File: config.mk
export PLATFORM = sky130hd
export DESIGN_NAME = cmp_rr_arbiter
export DESIGN_NICKNAME = d
export VERILOG_FILES = /design/src/rtl/cmp_arb_pkg.sv /design/src/rtl/n_bit_comparator.sv /design/src/rtl/rr_picker.sv /design/src/rtl/cmp_rr_arbiter.sv
export SDC_FILE = /design/constraint.sdc
export NUM_CORES = 1
export LEC_CHECK = 0
export CELL_PAD_IN_SITES_DETAIL_PLACEMENT = 0
export CELL_PAD_IN_SITES_GLOBAL_PLACEMENT = 1
export CORE_UTILIZATION = 40
export CTS_CLUSTER_DIAMETER = 200
export CTS_CLUSTER_SIZE = 25
export DETAILED_ROUTE_END_ITERATION = 7
export PLACE_DENSITY = 0.87
export REMOVE_ABC_BUFFERS = 1
export SYNTH_ARGS = -nofsm -noshare
export SYNTH_HDL_FRONTEND = slang
export SYNTH_SLANG_ARGS = --single-unit
File: constraint.sdc
create_clock -name clk -period 4.8 [get_ports clk]
set_input_delay 0.96 -clock clk [delete_from_list [all_inputs] [get_ports clk]]
set_output_delay 0.96 -clock clk [all_outputs]
set_load 0.03 [all_outputs]
File: src/rtl/cmp_arb_pkg.sv
// Shared types and constants for the round-robin comparator arbiter.
// The response counter is enabled with the CMP_ARB_STATS_EN macro.
package cmp_arb_pkg;

    typedef enum logic [1:0] {
        ST_IDLE = 2'd0,
        ST_CMP  = 2'd1,
        ST_RESP = 2'd2
    } arb_state_t;

    localparam int DEF_WIDTH = 4;
    localparam int DEF_NREQ  = 4;
    localparam int DEF_IDW   = 2;
    localparam int STATS_W   = 16;

endpackage

File: src/rtl/n_bit_comparator.sv
// Unsigned magnitude comparator; reset forces all flags low.
module n_bit_comparator #(
    parameter int WIDTH = 4
) (
    input  logic             rst,
    input  logic [WIDTH-1:0] a,
    input  logic [WIDTH-1:0] b,
    output logic             gr,
    output logic             ls,
    output logic             eq
);

    always_comb begin
        gr = 1'b0;
        ls = 1'b0;
        eq = 1'b0;
        if (!rst) begin
            gr = (a > b);
            ls = (a < b);
            eq = (a == b);
        end
    end

endmodule

File: src/rtl/rr_picker.sv
// Combinational round-robin picker: first valid index at or above the
// pointer, wrapping modulo NREQ.
module rr_picker #(
    parameter int NREQ = 4,
    parameter int IDW  = 2
) (
    input  logic [NREQ-1:0] valid,
    input  logic [IDW-1:0]  ptr,
    output logic [NREQ-1:0] grant,
    output logic [IDW-1:0]  winner,
    output logic            any_valid
);

    localparam logic [IDW:0] NREQ_W = (IDW+1)'(NREQ);

    logic [IDW:0] w_idx;

    always_comb begin
        grant     = '0;
        winner    = '0;
        any_valid = 1'b0;
        w_idx     = '0;
        for (int k = 0; k < NREQ; k++) begin
            w_idx = {1'b0, ptr} + (IDW+1)'(k);
            if (w_idx >= NREQ_W) begin
                w_idx = w_idx - NREQ_W;
            end
            if (!any_valid && valid[w_idx[IDW-1:0]]) begin
                any_valid                = 1'b1;
                grant[w_idx[IDW-1:0]]    = 1'b1;
                winner                   = w_idx[IDW-1:0];
            end
        end
    end

endmodule

File: src/rtl/cmp_rr_arbiter.sv
// Round-robin arbiter sharing one n_bit_comparator among NREQ requesters.
// Optional response counter (cmp_count) enabled by defining CMP_ARB_STATS_EN.
module cmp_rr_arbiter
    import cmp_arb_pkg::*;
#(
    parameter int WIDTH = DEF_WIDTH,
    parameter int NREQ  = DEF_NREQ,
    parameter int IDW   = DEF_IDW
) (
    input  logic              clk,
    input  logic              rst,
    input  logic [NREQ-1:0]   req_valid,
    output logic [NREQ-1:0]   req_ready,
    input  logic [NREQ*WIDTH-1:0] req_a,
    input  logic [NREQ*WIDTH-1:0] req_b,
    output logic              rsp_valid,
    input  logic              rsp_ready,
    output logic [IDW-1:0]    rsp_id,
    output logic              rsp_gr,
    output logic              rsp_ls,
    output logic              rsp_eq,
    output logic [1:0]        dbg_state
`ifdef CMP_ARB_STATS_EN
    ,
    output logic [STATS_W-1:0] cmp_count
`endif
);

    // Handshakes: a request transfers on req_valid[i] & req_ready[i] at a
    // rising edge; a response transfers on rsp_valid & rsp_ready. Once
    // rsp_valid is high the payload holds until the transfer completes.

    arb_state_t r_state;
    arb_state_t w_next;

    logic [IDW-1:0]   r_ptr;
    logic [WIDTH-1:0] r_a;
    logic [WIDTH-1:0] r_b;
    logic [IDW-1:0]   r_id;
    logic             r_rsp_valid;
    logic [IDW-1:0]   r_rsp_id;
    logic             r_rsp_gr;
    logic             r_rsp_ls;
    logic             r_rsp_eq;

    logic [NREQ-1:0]  w_grant;
    logic [IDW-1:0]   w_win;
    logic             w_any;
    logic [IDW-1:0]   w_ptr_next;
    logic             w_gr;
    logic             w_ls;
    logic             w_eq;
    logic [WIDTH-1:0] w_a_arr [NREQ];
    logic [WIDTH-1:0] w_b_arr [NREQ];

    rr_picker #(
        .NREQ (NREQ),
        .IDW  (IDW)
    ) u_picker (
        .valid     (req_valid),
        .ptr       (r_ptr),
        .grant     (w_grant),
        .winner    (w_win),
        .any_valid (w_any)
    );

    n_bit_comparator #(
        .WIDTH (WIDTH)
    ) u_cmp (
        .rst (rst),
        .a   (r_a),
        .b   (r_b),
        .gr  (w_gr),
        .ls  (w_ls),
        .eq  (w_eq)
    );

    always_comb begin
        for (int i = 0; i < NREQ; i++) begin
            w_a_arr[i] = req_a[i*WIDTH +: WIDTH];
            w_b_arr[i] = req_b[i*WIDTH +: WIDTH];
        end
    end

    // Wrap explicitly so non-power-of-two NREQ never reaches an unused index.
    assign w_ptr_next = (w_win == IDW'(NREQ - 1)) ? '0 : w_win + 1'b1;

    always_ff @(posedge clk or posedge rst) begin
        if (rst) begin
            r_state <= ST_IDLE;
        end else begin
            r_state <= w_next;
        end
    end

    always_comb begin
        w_next    = r_state;
        req_ready = '0;
        case (r_state)
            ST_IDLE: begin
                if (w_any) begin
                    req_ready = w_grant;
                    w_next    = ST_CMP;
                end
            end
            ST_CMP: begin
                w_next = ST_RESP;
            end
            ST_RESP: begin
                if (rsp_ready) begin
                    w_next = ST_IDLE;
                end
            end
            default: begin
                w_next = ST_IDLE;
            end
        endcase
    end

    always_ff @(posedge clk or posedge rst) begin
        if (rst) begin
            r_ptr       <= '0;
            r_a         <= '0;
            r_b         <= '0;
            r_id        <= '0;
            r_rsp_valid <= 1'b0;
            r_rsp_id    <= '0;
            r_rsp_gr    <= 1'b0;
            r_rsp_ls    <= 1'b0;
            r_rsp_eq    <= 1'b0;
        end else begin
            case (r_state)
                ST_IDLE: begin
                    if (w_any) begin
                        r_a   <= w_a_arr[w_win];
                        r_b   <= w_b_arr[w_win];
                        r_id  <= w_win;
                        r_ptr <= w_ptr_next;
                    end
                end
                ST_CMP: begin
                    r_rsp_valid <= 1'b1;
                    r_rsp_id    <= r_id;
                    r_rsp_gr    <= w_gr;
                    r_rsp_ls    <= w_ls;
                    r_rsp_eq    <= w_eq;
                end
                ST_RESP: begin
                    if (rsp_ready) begin
                        r_rsp_valid <= 1'b0;
                    end
                end
                default: begin
                end
            endcase
        end
    end

`ifdef CMP_ARB_STATS_EN
    logic [STATS_W-1:0] r_count;

    always_ff @(posedge clk or posedge rst) begin
        if (rst) begin
            r_count <= '0;
        end else if (r_rsp_valid && rsp_ready && (r_count != {STATS_W{1'b1}})) begin
            r_count <= r_count + 1'b1;
        end
    end

    assign cmp_count = r_count;
`endif

    assign rsp_valid = r_rsp_valid;
    assign rsp_id    = r_rsp_id;
    assign rsp_gr    = r_rsp_gr;
    assign rsp_ls    = r_rsp_ls;
    assign rsp_eq    = r_rsp_eq;
    assign dbg_state = r_state;

endmodule

; ---- Yosys cells after proc, flatten, opt, wreduce, memory -nomap -nowiden
; Cells that the tools add are included.
[op_classes]
n_eq_ne = 6
n_lt_le_gt_ge = 15
n_addsub = 8
n_bitwise = 4
muxes = 49
n_reduce_logical = 15
[op_table]
columns = operator, n
row1 = 4-bit 2-to-1 mux, 10
row2 = 2-bit 2-to-1 mux, 11
row3 = 4-bit binary-select mux with 2-bit select, 2
row4 = 1-bit 2-to-1 mux, 16
row5 = "3-bit >= comparator, second input constant", 4
row6 = "2-bit by 3-bit less-than comparator with 1-bit output, second input constant", 4
row7 = 4-bit bitwise OR, 3
row8 = 1-bit binary-select mux with 2-bit select, 4
row9 = 1-bit demux with 2-bit select, 4
row10 = "2-bit by 1-bit >= comparator with 1-bit output, second input constant", 4
row11 = "2-bit by 1-bit subtractor with 2-bit output, second input constant", 4
row12 = 1-bit logical AND, 7
row13 = "2-bit by 2-bit adder with 3-bit output, second input constant", 2
row14 = 2-bit one-hot mux with 3 select lines, 1
row15 = 2-bit AND reduction, 3
row16 = "2-bit equality test, second input constant", 2
row17 = 4-bit equality test, 1
row18 = 4-bit greater-than comparator, 1
row19 = 4-bit less-than comparator, 1
row20 = "2-bit by 1-bit adder with 3-bit output, second input constant", 1
row21 = "2-bit by 3-bit >= comparator with 1-bit output, second input constant", 1
row22 = 1-bit logical NOT, 3
row23 = 2-bit inverter with 3-bit output, 1
row24 = "2-bit by 1-bit adder with 2-bit output, second input constant", 1
row25 = 6 further kinds, 6
[word_totals]
output_inout_bits = 12
regBits = 20
word_cells = 107

; ---- Depth between registers and ports, before layout
; Gate-level depths: netlist of run 1.
[logic_depth]
word_depth = 18
ltp_mapped = 13
depth_no_buf = 10

; ---- Hierarchy
; From an unflattened synthesis of run 1, not the netlist that was laid out.
[hier_totals]
hier_cells = 150
area_unflattened_um2 = 1559.0
[by_module_without_submodules]
columns = module, area_per_inst_um2, n_inst, seq_area_each_um2, cells_each
row1 = cmp_rr_arbiter, 1022.2, 1, 500.5, 89
row2 = rr_picker, 419.2, 1, 0.0, 45
row3 = n_bit_comparator, 117.6, 1, 0.0, 16

; ---- Least setup slack after synthesis of run 1
; Ideal clock, no wire load.
[synth_path]
path_type = input to output
start = input port req_valid[2]
end = output port req_ready[1]
path_buffers = 2
t_arrival_ns = 2.831
required_ns = 3.840
setup_slack_ns = 1.009
stages = 7
cell_sequence = clkbuf_1 > mux4_2 > nor2b_1 > buf_2 > a221o_1 > o21ai_1 > a21oi_1
[synth_via]
elab_chain_len = 14
elab_cells_between_ends = 27
cone_classes = 18 x mux / 3 x bitwise / 6 x reduce/logical
[synth_lines]
columns = item, line
row1 = start: declaration, cmp_rr_arbiter.sv:12  ; input logic [NREQ-1:0] req_valid,
row2 = 1-bit binary-select mux with 2-bit select, rr_picker.sv:28  ; if (!any_valid && valid[w_idx[IDW-1:0]]) begin
row3 = 1-bit 2-to-1 mux (not written as such), rr_picker.sv:28
row4 = 1-bit 2-to-1 mux, rr_picker.sv:28
row5 = 1-bit logical NOT, rr_picker.sv:28
row6 = 1-bit logical AND, rr_picker.sv:28
row7 = 1-bit 2-to-1 mux, rr_picker.sv:28
row8 = 1-bit logical NOT, rr_picker.sv:28
row9 = 1-bit logical AND, rr_picker.sv:28
row10 = 1-bit 2-to-1 mux, rr_picker.sv:28
row11 = 1-bit logical NOT, rr_picker.sv:28
row12 = 1-bit logical AND, rr_picker.sv:28
row13 = 4-bit 2-to-1 mux / 1-bit 2-to-1 mux (equally long branches), rr_picker.sv:28
row14 = 4-bit 2-to-1 mux *, cmp_rr_arbiter.sv:101  ; if (w_any) begin
row15 = 4-bit 2-to-1 mux *, cmp_rr_arbiter.sv:99  ; case (r_state)
row16 = end: declaration, cmp_rr_arbiter.sv:13  ; output logic [NREQ-1:0] req_ready,
; Mark *: on every way between the ends. The rest lies on a longest branch, timed or not. The select of a mux whose other input is x is not followed.

; ---- Worst setup path after layout of run 1
[layout_path]
start = input port req_valid[1]
end = output port req_ready[1]
; The elaborated chain is that of the path after synthesis.

==> run summary, run 1 <==
outcome: completed
clock latency on the worst-skew pair: 0.26 ns
Syn Area/Cell: 8.81 sq um
Critical Setup Path Class: in -> out
Root Buffer: clkbuf_8
YS warnings: 0
Area contributors post-synth: dfrtp_1, ha_1, a21oi_1
crit-path leading delay family: buffers and inverters
DRC viols: 0
routed wire length: 5.66 mm
Total Routing Usage GR: 0.213
multi-input logic area: 1460 sq um
placed cells: 344
type of origin of the critical path: primary input
crit-path max FO: 13
Chip Height: 74.7 microns
maximum root-to-sink buffer count: 2
setup TNS: 0 ns
Worst IR Drop VDD: 0.000381 V
Max stage delay cell, worst path: clkdlybuf4s50_1
post-synthesis sequential area ratio: 0.237
GPL Wtd Cong: 0.844
CTS Buf Count: 3
vias in the first global route: 1,885
first-pass GRT wire length: 9.14 mm
FF/Latch Area: 500 sq um
most common cell after layout, fill and taps aside: clkdlybuf4s50_1
PortBufs: 50
cell mode on critical path: buf_4
DR vias/cell: 5.92
Hold Vio Cnt, Final: 0
top sig layer: met4
post-synth top area share: 0.237
CTS tree: done
Req. time, crit path: 3.84 ns
Post-DP HPWL: 4.07 mm
Hold Buf Count CTS: 0
Initial Utilization: 0.414
FILL cells: 506
Max stage delay on crit path: 0.71 ns
Syn-to-layout area delta: 26.1%
Rel. slew slack: 0.206
final worst slack: 0.648 ns
DIE WIDTH: 74.7 microns
largest net degree at the start of global routing: 44
clock-pin slew on the worst setup and hold paths: 0.07 ns
initial DRC count: 123
Final period util: 0.865
Final min period: 4.15 ns
Non-Filler Instances: 348
crit path cell chain: clkdlybuf4s50_1 -> or3b_4 -> a2111oi_4 -> buf_4 -> or2_2 -> nand2_1 -> a21oi_1 -> buf_4
DP Worst Slack: 0.654 ns
total power: 1.79 mW
setup bufs post-CTS: 0
post-CTS sizing: 0
skew final: 0.00222 ns
FMAX: 241 MHz
# diodes: 0
Final nets: 331
H-Tree Depth: 1
Vias: 2,060
die area: 5580 sq um
worst path bufs/invs: 3
MaxCap Viol Count: 0
IO Pins: 51
Leak Pwr: 1.06 nW
met1 WL: 2.68 mm
Row Count: 26
post-synth top area cell: dfrtp_1
Critical Path End Type: primary output
pwr dens: 672 nW/um^2
clock sink total: 20
drt pass-1 iters: 4
final setup vio count: 0
Synth Flop Type: dfrtp_1
Final Max Tran Viols: 0
Synth Instances: 240
antenna viol nets, final: 0
Hold Path Class: reg -> reg
RSZ-0062 raised after global routing: no
initial antenna violation count: 0
metal2 WL: 2.55 mm
grt ovf: 0
ys async rst share: 1.00
EDFF count, synth: 0
Seq cells post-synth: 20
most frequent cells in the layout: clkdlybuf4s50_1, dfrtp_1, nand2_1, a21oi_1, ha_1
Post-Syn Area: 2110 sq um
Worst EP arrival: 3.19 ns
unique cell type count in the Yosys netlist: 57
ratio of cells with drive above 1 in the final layout: 0.133
routed wl met3: 389 microns
Core ar.: 5110 sq um
measured slew at the worst slew-check pin: 1.19 ns
WL/cell: 16.3 microns
[power by group]
part | switching [mW] | internal, mW
combinational | 0.797 | 0.548
sequential | 0.0645 | 0.253
clock | 0.0560 | 0.0730
[kinds of logic after synthesis]
group	count (synthesis)	share of synthesized area
AOI/OAI and AO/OA	85	0.317
and+or+nand+nor	74	0.195
buffers and inverters	32	0.0746
DFF	20	0.237
muxes	16	0.0995
adders and majority gates	13	0.0770
[metrics by stage]
step | hold slack, ns | cell area (sq um) | utilization
floorplan | 0.443 | 2000 | -
global placement | 0.460 | 2610 | 0.511
detailed placement | 0.474 | 2610 | 0.511
CTS | 0.491 | 2660 | 0.522
global route | 0.517 | 2660 | 0.522
finish | 0.484 | 2660 | 0.522
[path summary, 6_finish.rpt]
kind                                           start                       end  slack [ns]  cells after the start
worst max register to register  r_ptr[1]$_DFFE_PP0P_        r_a[2]$_DFFE_PP0P_        1.56                      8
worst min-delay path              rsp_eq$_DFFE_PP0P_        rsp_eq$_DFFE_PP0P_        0.48                      2
min in group asynchronous                        rst        rsp_eq$_DFFE_PP0P_        1.20                      2
worst min register to register    rsp_eq$_DFFE_PP0P_        rsp_eq$_DFFE_PP0P_        0.48                      2
max in group asynchronous                        rst  dbg_state[0]$_DFFE_PP0P_        3.12                      2
worst max-delay path                    req_valid[1]              req_ready[1]        0.65                      8
[tightest hold or removal path, cell delays in order (launching register included)]
cell     delay (ns)
dfrtp_1        0.35
nand2_1        0.05
o31ai_1        0.06
[sequential cells by signal, summed over array words and instances (netlist names)]
register,flops
dbg_state,2
r_a,4
r_b,4
r_id,2
r_ptr,2
rsp_eq,1
rsp_gr,1
rsp_id,2
rsp_ls,1
rsp_valid,1
[synthesized netlist by cell type (all sizes together) (2+ instances only)]
cell type	n
a31oi	3
a21oi	14
inv	12
ha	13
a21o	5
o311ai	4
or2	4
nand2b	3
nand2	18
a311oi	2
o31ai	3
o31a	4
dfrtp	20
a221o	5
or4	4
and4	4
o2111ai	3
nor2b	2
o21ai	15
o211ai	4
clkbuf	10
a211o	2
mux4	3
nor2	12
mux2i	9
buf	10
a311o	3
nor3	8
nor4	3
a22o	2
o221ai	8
or3	2
nand3	9
mux2	4
[metal layers]
metal  vias up  global-route usage
li1       1012                   -
met1       968               0.304
met2        75               0.342
met3         5              0.0335
met4         0              0.0461
met5         -                   0
[cell type report]
cell class                 count  share of cell area
multi-input combinational    188               0.546
timing repair buffer          54               0.195
sequential                    20               0.188
tap                           70              0.0329
clock buffer                   4              0.0207
inverter                      12              0.0169
No activity file was read; power rests on OpenSTA's default activity.
==> run 2: changes to the inputs <==
--- a/config.mk
+++ b/config.mk
@@ -5,14 +5,15 @@
 export SDC_FILE = /design/constraint.sdc
 export NUM_CORES = 1
 export LEC_CHECK = 0
-export CELL_PAD_IN_SITES_DETAIL_PLACEMENT = 0
-export CELL_PAD_IN_SITES_GLOBAL_PLACEMENT = 1
-export CORE_UTILIZATION = 40
+export CELL_PAD_IN_SITES_DETAIL_PLACEMENT = 1
+export CELL_PAD_IN_SITES_GLOBAL_PLACEMENT = 2
+export CORE_UTILIZATION = 32
 export CTS_CLUSTER_DIAMETER = 200
 export CTS_CLUSTER_SIZE = 25
 export DETAILED_ROUTE_END_ITERATION = 7
 export PLACE_DENSITY = 0.87
 export REMOVE_ABC_BUFFERS = 1
+export SKIP_LAST_GASP = 1
 export SYNTH_ARGS = -nofsm -noshare
 export SYNTH_HDL_FRONTEND = slang
 export SYNTH_SLANG_ARGS = --single-unit
==> run 2 against run 1 <==
  * Sequential power is 5% higher
  * Clock power hardly changed
  * Power is 3.1% higher
  * Routed wire length is 17% higher
  * Worst setup slack worse by 0.10 ns
  * Critical path type unchanged
  * Critical endpoint unchanged
==> run summary, run 2 (same netlist as run 1, synthesis figures left out) <==
PortBufs: 50 (unchanged)
most frequent cells in the layout: clkdlybuf4s50_1, dfrtp_1, nand2_1, a21oi_1, ha_1
Row Count: 29 (+12%)
measured slew at the worst slew-check pin: 1.30 ns (+0.110 ns)
initial DRC count: 108 (-12%)
Initial Utilization: 0.333 (-0.0810)
clock power share: 0.069 (-0.003)
Vias: 2,120 (+2.9%)
Final Max Tran Viols: 0 (unchanged)
crit-path max FO: 13 (unchanged)
Hold Buf Count CTS: 0 (unchanged)
CTS tree: done
total power: 1.85 mW (+3.1%)
reg2reg setup slack: 1.31 ns (-0.25 ns)
setup bufs post-CTS: 0 (unchanged)
setup TNS: 0 ns (unchanged)
FMAX: 235 MHz (-2.5%)
Total Routing Usage GR: 0.194 (-0.0199)
Regs by FF count: r_a x4, r_b x4
clock latency on the worst-skew pair: 0.26 ns (about the same)
Sw Ratio: 0.523 (+0.0106)
Final min period: 4.26 ns (+0.105 ns)
CTS Buf Count: 3 (unchanged)
outcome: completed
clock-pin slew on the worst setup and hold paths: 0.07 ns (about the same)
DRC viols: 0 (unchanged)
routed wire length: 6.59 mm (+17%)
IO Pins: 51 (unchanged)
maximum root-to-sink buffer count: 2 (unchanged)
most common cell after layout, fill and taps aside: clkdlybuf4s50_1
Crit Reg-Reg Startpoint: r_ptr[0]$_DFFE_PP0P_
Core ar.: 6350 sq um (+24%)
Hold Vio Cnt, Final: 0 (unchanged)
grt ovf: 0 (unchanged)
Comb pwr share: 0.750 (about the same)
Post-DP HPWL: 4.89 mm (+20%)
WL/cell: 18.5 microns (+14%)
Root Buffer: clkbuf_8
post-CTS sizing: 0 (unchanged)
final setup vio count: 0 (unchanged)
final instance area: 2690 sq um (+0.89%)
DR vias/cell: 5.94 (+0.32%)
skew final: 0.00143 ns (-0.000797 ns)
placed cells: 353 (+2.6%)
Worst EP arrival: 3.30 ns (+0.11 ns)
DP Area: 2630 sq um (+0.91%)
initial antenna violation count: 0 (unchanged)
Critical Setup Path Class: in -> out
GPL Wtd Cong: 0.778 (-7.8%)
MaxCap Viol Count: 0 (unchanged)
Psw: 966 uW (+5.2%)
H-Tree Depth: 1 (unchanged)
Chip Height: 83.3 microns (+11%)
pwr dens: 687 nW/um^2 (+2.2%)
sequential share of power: 0.181 (+0.004)
CP endpoint: req_ready[1]
Worst Setup SP: req_valid[1]
reg2reg path depth: 8 (unchanged)
Worst IR Drop VDD: 0.000309 V (-19%)
# diodes: 0 (unchanged)
Req. time, crit path: 3.84 ns (about the same)
drt pass-1 iters: 4 (unchanged)
antenna viol nets, final: 0 (unchanged)
Final nets: 333 (+0.60%)
ratio of cells with drive above 1 in the final layout: 0.139 (+0.00619)
first-pass GRT wire length: 10.8 mm (+19%)
Crit Reg-Reg Endpoint: r_b[0]$_DFFE_PP0P_
Hold Path Class: reg -> reg
Non-Filler Instances: 357 (+2.6%)
Internal Pwr Total: 881 uW (+0.87%)
vias in the first global route: 2,107 (+12%)
RSZ-0062 raised after global routing: no
Rel. slew slack: 0.132 (-0.0737)
die area: 6930 sq um (+24%)
Final period util: 0.887 (+0.0218)
DIE WIDTH: 83.3 microns (+11%)
clock sink total: 20 (unchanged)
largest net degree at the start of global routing: 34 (-23%)
Critical Path End Type: primary output
type of origin of the critical path: primary input
Leak Pwr: 1.07 nW (+0.81%)
Syn-to-layout area delta: 27.2%
-- run 2: worst min-delay path by stage --
stage	start	to	cells past startpoint
2_1_floorplan	r_id[1]$_DFFE_PP0P_	r_id[1]$_DFFE_PP0P_	1
3_3_place_gp	rsp_eq$_DFFE_PP0P_	rsp_eq$_DFFE_PP0P_	2
3_5_place_dp	r_id[0]$_DFFE_PP0P_	r_id[0]$_DFFE_PP0P_	2
4_1_cts	r_id[0]$_DFFE_PP0P_	r_id[0]$_DFFE_PP0P_	2
5_1_grt	r_id[1]$_DFFE_PP0P_	r_id[1]$_DFFE_PP0P_	1
6_report	r_id[0]$_DFFE_PP0P_	r_id[0]$_DFFE_PP0P_	2
-- run 2: layout make-up --
type,count,area (sq um)
Tap cell,77,96.3
Fill cell,738,3660
Sequential cell,20,500
Timing Repair Buffer,56,536
Inverter,12,45.0
Clock buffer,4,55.1
Multi-Input combinational cell,188,1460
-- run 2: power groups by stage --
stage                     Sequential (mW)  Clock (mW)  Combinational [mW]
final                               0.334       0.128                1.38
after CTS                           0.337       0.133                1.39
after floorplan                     0.402           0               0.871
after global placement              0.335           0                1.34
after global routing                0.349       0.139                1.52
after detailed placement            0.340           0                1.38
-- run 2: metrics by stage --
step / hold WS, ns / setup slack [ns] / utilization
2_1_floorplan: 0.443 / 0.270 / -
3_3_place_gp: 0.462 / 0.594 / 0.415
3_5_place_dp: 0.474 / 0.514 / 0.415
4_1_cts: 0.491 / 0.517 / 0.423
5_1_grt: 0.520 / 0.309 / 0.423
6_report: 0.490 / 0.543 / 0.423
-- run 2: per-layer routing --
metal | up-vias | wire length [microns] | GRT usage
li1 | 1022 | - | -
met2 | 43 | 3220 | 0.332
met1 | 1049 | 3130 | 0.267
met4 | 0 | 62 | 0.0455
met5 | - | 0 | 0
met3 | 6 | 178 | 0.0109
-- run 2: worst max-delay path, cell delays in order --
cell             delay [ns]
clkdlybuf4s50_1        0.70
or3b_4                 0.44
a2111oi_4              0.58
or2_2                  0.25
nand2_1                0.06
a21oi_1                0.12
buf_4                  0.17
==> run 3: changes to the inputs <==
--- a/config.mk
+++ b/config.mk
@@ -11,6 +11,7 @@
 export CTS_CLUSTER_DIAMETER = 200
 export CTS_CLUSTER_SIZE = 25
 export DETAILED_ROUTE_END_ITERATION = 7
+export GPL_TIMING_DRIVEN = 0
 export PLACE_DENSITY = 0.87
 export REMOVE_ABC_BUFFERS = 1
 export SKIP_LAST_GASP = 1
==> run 3 against run 2 <==
  * Non-clock buffer count is 2 lower
  * Sequential share of layout area hardly changed
  * Core utilization is 0.34 points higher
  * Clock skew up 0.0093 ns
  * Largest power group unchanged
  * Power is 1.5% higher
  * Maximum frequency shrank 6.3%
==> run summary, run 3 (same netlist as run 1, synthesis figures left out) <==
Max stage delay cell, worst path: mux4_2
Final min period: 4.54 ns (+0.286 ns)
most frequent cells in the layout: clkdlybuf4s50_1, dfrtp_1, nand2_1, a21oi_1, ha_1
grt ovf: 0 (unchanged)
FILL cells: 730 (-1.1%)
Internal Pwr Total: 895 uW (+1.6%)
Hold Vio Cnt, Final: 0 (unchanged)
die area: 6930 sq um (unchanged)
skew final: 0.0107 ns (+0.00928 ns)
Critical Setup Path Class: in -> out
Regs by FF count: r_a x4, r_b x4
maximum root-to-sink buffer count: 2 (unchanged)
Leak Pwr: 1.06 nW (-0.55%)
Psw: 979 uW (+1.4%)
CTS tree: done
Req. time, crit path: 3.84 ns (about the same)
Max stage delay on crit path: 0.68 ns (-0.02 ns)
routed wire length: 6.62 mm (+0.35%)
antenna viol nets, final: 0 (unchanged)
Row Count: 29 (unchanged)
initial antenna violation count: 0 (unchanged)
ratio of cells with drive above 1 in the final layout: 0.126 (-0.0134)
type of origin of the critical path: primary input
Final Max Tran Viols: 0 (unchanged)
Post-DP HPWL: 4.59 mm (-6.1%)
Comb pwr share: 0.739 (-0.011)
Syn-to-layout area delta: 28.2%
cell mode on critical path: clkdlybuf4s50_1
Critical Path End Type: primary output
DIE WIDTH: 83.3 microns (unchanged)
initial DRC count: 79 (-27%)
H-Tree Depth: 1 (unchanged)
Worst EP arrival: 3.58 ns (+0.28 ns)
CTS Buf Count: 3 (unchanged)
clock latency on the worst-skew pair: 0.26 ns (about the same)
IO Pins: 51 (unchanged)
FF/Latch Area: 504 sq um (+0.75%)
multi-input logic area: 1470 sq um (+1.1%)
clock sink total: 20 (unchanged)
Non-Filler Instances: 355 (-0.56%)
largest net degree at the start of global routing: 45 (+32%)
sequential share of power: 0.190 (+0.009)
FMAX: 220 MHz (-6.3%)
Final nets: 331 (-0.60%)
Hold Path Class: reg -> reg
drt pass-1 iters: 4 (unchanged)
pwr dens: 692 nW/um^2 (+0.70%)
final setup vio count: 0 (unchanged)
GPL Wtd Cong: 0.794 (+2.1%)
DRC viols: 0 (unchanged)
Chip Height: 83.3 microns (unchanged)
Total Routing Usage GR: 0.186 (-0.00785)
clock power share: 0.071 (+0.002)
placed cells: 347 (-1.7%)
# diodes: 0 (unchanged)
Rel. slew slack: 0.156 (+0.0238)
Core ar.: 6350 sq um (unchanged)
crit-path max FO: 12 (-1)
first-pass GRT wire length: 10.5 mm (-3.4%)
Vias: 2,125 (+0.24%)
MaxCap Viol Count: 0 (unchanged)
Sw Ratio: 0.522 (about the same)
Root Buffer: clkbuf_8
Worst IR Drop VDD: 0.000368 V (+19%)
PortBufs: 50 (unchanged)
Final period util: 0.947 (+0.0597)
crit path cell chain: clkdlybuf4s50_1 -> mux4_2 -> nor2b_4 -> a221o_1 -> o21ai_0 -> a21oi_1 -> clkdlybuf4s50_1
DR vias/cell: 5.99 (+0.80%)
clock-pin slew on the worst setup and hold paths: 0.08 ns (about the same)
crit-path leading delay family: buffers and inverters
WL/cell: 18.6 microns (+0.91%)
most common cell after layout, fill and taps aside: clkdlybuf4s50_1
measured slew at the worst slew-check pin: 1.26 ns (-0.0355 ns)
vias in the first global route: 2,042 (-3.1%)
worst path bufs/invs: 2 (unchanged)
worst hold slack: 0.481 ns (-0.00902 ns)
Initial Utilization: 0.333 (unchanged)
RSZ-0062 raised after global routing: no
outcome: completed
[run 3: per-layer routing]
metal	wire [microns]	GRT usage	vias up
li1	-	-	1018
met5	0	0	-
met2	3150	0.311	51
met3	205	0.0179	4
met1	3240	0.261	1052
met4	15	0.0345	0
[run 3: worst reg2reg max path: stages, from the launching register on]
cell,delay [ns]
dfrtp_4,0.62
inv_2,0.34
ha_1,0.39
inv_2,0.15
nor3_1,0.08
o211ai_1,0.99
a311oi_1,0.21
a221oi_1,0.38
a221o_1,0.21
[run 3: cell type report]
class / count / share of cell area
sequential: 20 / 0.186
inverter: 12 / 0.0166
clock buffer: 4 / 0.0203
multi-input combinational: 188 / 0.543
tap: 77 / 0.0356
timing repair buffer: 54 / 0.198
[run 3: repair_timing]
action / in CTS / in global routing
buffers inserted: 0 / 4
gates resized for setup: 5 / 0
hold buffers: 0 / 0
endpoints found under the setup margin: 4 / 4
hold endpoints to repair: 0 / 0
pin swaps: 0 / 1
[run 3: power by group through the flow]
stage / clock [mW] / combinational (mW) / sequential (mW)
floorplan: 0 / 0.871 / 0.402
global placement: 0 / 1.28 / 0.374
detailed placement: 0 / 1.32 / 0.383
CTS: 0.133 / 1.34 / 0.382
global route: 0.137 / 1.50 / 0.372
finish: 0.132 / 1.39 / 0.357
[run 3: final timing paths]
kind	startpoint	to	slack [ns]	cells past startpoint
min reg2reg	rsp_eq$_DFFE_PP0P_	rsp_eq$_DFFE_PP0P_	0.48	2
min in group asynchronous	rst	r_a[1]$_DFFE_PP0P_	1.22	2
min	rsp_eq$_DFFE_PP0P_	rsp_eq$_DFFE_PP0P_	0.48	2
max in group asynchronous	rst	r_ptr[0]$_DFFE_PP0P_	2.99	2
max reg2reg	r_ptr[0]$_DFFE_PP0P_	r_b[0]$_DFFE_PP0P_	1.38	8
max	req_valid[3]	req_ready[3]	0.26	7
[run 3: stage by stage]
stage / total power [mW] / setup slack [ns] / utilization / TNS [ns] / area (sq um)
after floorplan: 1.27 / 0.270 / - / 0 / 2000
after global placement: 1.66 / -1.09 / 0.409 / -4.31 / 2600
after detailed placement: 1.70 / -0.544 / 0.409 / -2.06 / 2600
after CTS: 1.85 / -0.00616 / 0.421 / -0.00616 / 2670
after global routing: 2.01 / 0.129 / 0.427 / 0 / 2710
final: 1.87 / 0.257 / 0.427 / 0 / 2710
==> edit 1, RTL diff (config.mk and constraints of run 2) <==
The package constant `DEF_WIDTH` goes from 4 to 3.
--- a/src/rtl/cmp_arb_pkg.sv
+++ b/src/rtl/cmp_arb_pkg.sv
@@ -8,7 +8,7 @@
         ST_RESP = 2'd2
     } arb_state_t;
 
-    localparam int DEF_WIDTH = 4;
+    localparam int DEF_WIDTH = 3;
     localparam int DEF_NREQ  = 4;
     localparam int DEF_IDW   = 2;
     localparam int STATS_W   = 16;
Interface: changed (resized req_a and req_b); port bits go from 51 to 43. The function was not compared with the original's and may differ.
==> edit 1 against run 2 <==
Total power fell by 12%. Clock power fell by 19%. Area after synthesis fell by 12%. Clock skew rose by 0.0033 ns. Routed wire length fell by 23%. Sequential cell count fell by 2. Utilization fell by 1.1 points. Worst hold slack got worse by 0.021 ns. Setup slack improved by 0.14 ns. Cell area fell by 14%. Critical endpoint is now req_ready[3]. Highest routed layer unchanged.
==> edit 1: results (changes against run 2) <==
vias: 1702  # -20%
drive_gt1_frac: 0.113  # -0.0263
cts_root_buffer: "clkbuf_8"
cp.arrival_ns: 3.16  # -0.14 ns
fin_worst_skew_ns: 0.00471  # +0.00328 ns
portBuffers: 42  # -16%
postCtsSetupBuffers: 0  # unchanged
cts_max_level: 1  # unchanged
clk_pin_slew_ns: 0.06
wl_mm: 5.08  # -23%
reg.largest.list: "r_a (3), r_b (3)"
antennaDiodeCount: 0  # unchanged
fin_hold_ws_ns: 0.469  # -0.0208 ns
track_usage: 0.174  # -0.0193
fin_nets: 284  # -15%
holdPathStages: 1  # -1
max_slew_margin: 0.444  # +0.312
rr_startpoint: "r_ptr[1]$_DFFE_PP0P_"
cts_buffers: 3  # unchanged
detailedPlacementHpwl_mm: 3.75  # -23%
crit_fanout: 12  # -1
grt_pass1_wl_mm: 8.41  # -22%
reg2reg_slack_ns: 1.53  # +0.22 ns
synth_area_leaders: "dfrtp_1 24%, ha_1 8.0%, a211o_1 4.7%"
drt_iter0_drc: 35  # -68%
placed_area_mm2: 0.00226  # -14%
min-delay-start: "r_id[1]$_DFFE_PP0P_"
grt_max_degree: 33  # -2.9%
vdd_drop_max_v: 0.000245  # -21%
clock_path_buffers: 2  # unchanged
seq_area_frac_synth: 0.241  # +0.00430
timing.rr.end: "r_a[1]$_DFFE_PP0P_"
synth-edff-count: 0  # unchanged
status: "finished clean"
whs_endpoint: "r_id[1]$_DFFE_PP0P_"
firstDrtPassIters: 6  # +2
ys_warn_count: 0  # unchanged
syn_inst: 211  # -12%
synth_commonest_cells: "21 x nand2_1, 18 x dfrtp_1, 16 x nor2_1"
synth_cell_types: 50  # -12%
reg2reg_depth: 8  # unchanged
hold_class: "reg -> reg"
leakage_nw: 0.990  # -7.3%
stdcell_count: 311  # -13%
antenna_found_initial: 0  # unchanged
synth-main-ff-cell: "dfrtp_1"
place_congestion: 0.790  # +1.5%
edit 1: cell count changes in the layout (fill, tap and decap cells not counted), moves of 5 or more:
| cell | run 2 | this run |
|---|---|---|
| nand3_1 | 9 | 3 |
| a211oi_1 | 0 | 5 |
| a211o_1 | 1 | 10 |
| a21oi_1 | 14 | 7 |
| inv_1 | 8 | 15 |
| clkdlybuf4s50_1 | 46 | 38 |
| o21ai_1 | 6 | 0 |
| o221ai_1 | 8 | 0 |
edit 1: layout make-up:
cell class	count	area (um2)
fill	661	3270
multi-input combinational	159	1240
sequential	18	450
timing repair buffer	44	425
tap	72	90.1
inverter	15	56.3
clock buffer	3	41.3
edit 1: cells by family (layout without fill, tap and decap cells):
group           Yosys count  in the layout  share of synthesized area
simple gates             67             67                      0.185
compound gates           64             64                      0.287
buf+inv                  34             62                     0.0971
flops                    18             18                      0.241
mux                      16             16                      0.109
fa+ha+maj                12             12                     0.0804
edit 1: per-stage QoR:
| step | worst slack (ns) | util |
|---|---|---|
| after floorplan | 0.552 | - |
| after global placement | 0.743 | 0.405 |
| after detailed placement | 0.679 | 0.405 |
| after CTS | 0.686 | 0.413 |
| after global routing | 0.499 | 0.413 |
| final | 0.680 | 0.413 |
edit 1: worst max path at each step:
stage / from / endpoint / slack [ns] / cells after the start
after floorplan: r_ptr[0]$_DFFE_PP0P_ / req_ready[0] / 0.55 / 8
after global placement: req_valid[3] / req_ready[0] / 0.74 / 8
after detailed placement: req_valid[3] / req_ready[0] / 0.68 / 8
after CTS: req_valid[3] / req_ready[0] / 0.69 / 8
after global routing: req_valid[1] / req_ready[0] / 0.50 / 8
final: req_valid[3] / req_ready[3] / 0.68 / 8
edit 1: per-layer routing:
layer	global-route usage	routed length [um]	vias up
met1	0.232	2460	821
met3	0.0151	132	5
met2	0.302	2440	36
met5	0	0	-
met4	0.0444	52	0
li1	-	-	840
edit 1: critical path, stage by stage:
cell and delay (ns):
clkdlybuf4s50_1 0.58, mux4_2 0.69, nor2b_4 0.33, a22oi_1 0.11
nor2_1 0.11, a221oi_1 0.06, nor2_1 0.13, buf_4 0.18
edit 1: power by group:
part	internal (mW)	leakage (nW)	switching [mW]	total, mW
clock	0.0558	0.0216	0.0480	0.104
sequential	0.228	0.220	0.0493	0.277
combinational	0.505	0.748	0.738	1.24
==> edit 2, RTL diff (flow settings as in run 2) <==
Without the edit above. Register the output `dbg_state` once more, without a reset; this adds one clock of latency there. The other outputs are not delayed to match.
--- a/src/rtl/cmp_rr_arbiter.sv
+++ b/src/rtl/cmp_rr_arbiter.sv
@@ -175,7 +175,9 @@
     assign rsp_gr    = r_rsp_gr;
     assign rsp_ls    = r_rsp_ls;
     assign rsp_eq    = r_rsp_eq;
-    assign dbg_state = r_state;
+    always_ff @(posedge clk) begin
+        dbg_state <= r_state;
+    end
 
 endmodule
 
Check against the original RTL: not equivalent (a bounded check fails within 4 cycles, from zero or initial values and one cycle with rst high).
==> edit 2 against run 2 <==
Sequential cell count rose by 2. Setup slack worse by 0.20 ns. Non-clock buffer count shrank 1. Critical endpoint is now req_ready[3]. Routed wire length decreased by 38%. Total power is 15% lower. Critical path type unchanged. Cell area decreased by 15%. Area after synthesis down 21%. Combinational power decreased by 23%.
==> edit 2: results (changes against run 2) <==
status: "finished clean"
vdd_drop_max_v: 0.000215  # -30%
synth_commonest_cells: "34 x nand2_1, 20 x dfrtp_1, 13 x ha_1"
crit_end: "req_ready[3]"
vias: 1472  # -31%
crit_fanout: 9  # -4
antennaDiodeCount: 0  # unchanged
wl_met3_um: 172  # -3.4%
async_flop_share: 0.909  # -0.0909
period_share: 0.928  # +0.0415
met2_length_mm: 2.00  # -38%
fin_nets: 277  # -17%
synth_compound_area_frac: 0.184  # -0.133
wl_per_cell_um: 14.1  # -24%
fillCellCount: 563  # -24%
antenna_found_initial: 0  # unchanged
max_slew_margin: 0.419  # +0.287
seqAreaFraction: 0.238  # +0.0517
leakage_nw: 0.983  # -7.9%
synth_cell_types: 36  # -37%
detailedPlacementHpwl_mm: 3.20  # -34%
fin_worst_skew_ns: 0.00710  # +0.00567 ns
drive_gt1_frac: 0.125  # -0.0143
inverters: 10  # -2
reg2reg_slack_ns: 1.81  # +0.50 ns
drt_iter0_drc: 48  # -56%
top_layer_used: "met4"
grt_max_degree: 22  # -35%
synthMuxAreaShare: 0.162  # +0.0629
synth_area_leaders: "dfrtp_1 30%, ha_1 9.8%, mux2_2 8.1%"
fin_hold_ws_ns: 0.473  # -0.0169 ns
clock_area_frac: 0.0314  # +0.0109
multi_input_area_share: 0.441  # -0.101
holdPathStages: 0  # -2
place_congestion: 0.717  # -7.9%
grt_pass1_wl_mm: 6.79  # -37%
worstSetupPathType: "in -> out"
track_usage: 0.162  # -0.0317
m1WireLength_mm: 1.85  # -41%
buffers: 55  # -1.8%
multi_input_gates: 133  # -29%
seq_area_frac_synth: 0.325  # +0.0880
cp-startpoint: "req_valid[1]"
whs_endpoint: "dbg_state[0]$_DFF_P_"
cts.sinks: 22  # +10%
min-delay-start: "r_state[0]$_DFFE_PP0P_"
buffer_area_frac: 0.237  # +0.0375
timing.rr.end: "r_a[2]$_DFFE_PP0P_"
net-switching-power_mw: 0.694  # -28%
ant_nets: 0  # unchanged
place_ws_ns: 0.327  # -0.188 ns
[edit 2: changes by cell type after synthesis, sizes merged, moves of 5 or more]
cell,change
buf,-6
mux2,+8
nand2,+16
nand3,-9
nor2,-5
nor3,-8
o21ai,-5
o221ai,-8
[edit 2: power by group through the flow]
stage / registers, mW / logic, mW / clock network [mW]
CTS: 0.334 / 1.07 / 0.178
finish: 0.331 / 1.06 / 0.173
global placement: 0.333 / 1.04 / 0
detailed placement: 0.336 / 1.07 / 0
floorplan: 0.401 / 0.659 / 0
global route: 0.345 / 1.16 / 0.184
[edit 2: through the flow]
stage | utilization | std cells | cell area, um2
CTS | 0.469 | 291 | 2270
finish | 0.469 | 291 | 2270
floorplan | - | 165 | 1580
global placement | 0.454 | 287 | 2200
global route | 0.469 | 291 | 2270
detailed placement | 0.454 | 287 | 2200
[edit 2: routing by layer]
layer	up-vias	track usage
li1	725	-
met4	0	0.0641
met2	38	0.273
met1	700	0.199
met5	-	0
met3	9	0.0379
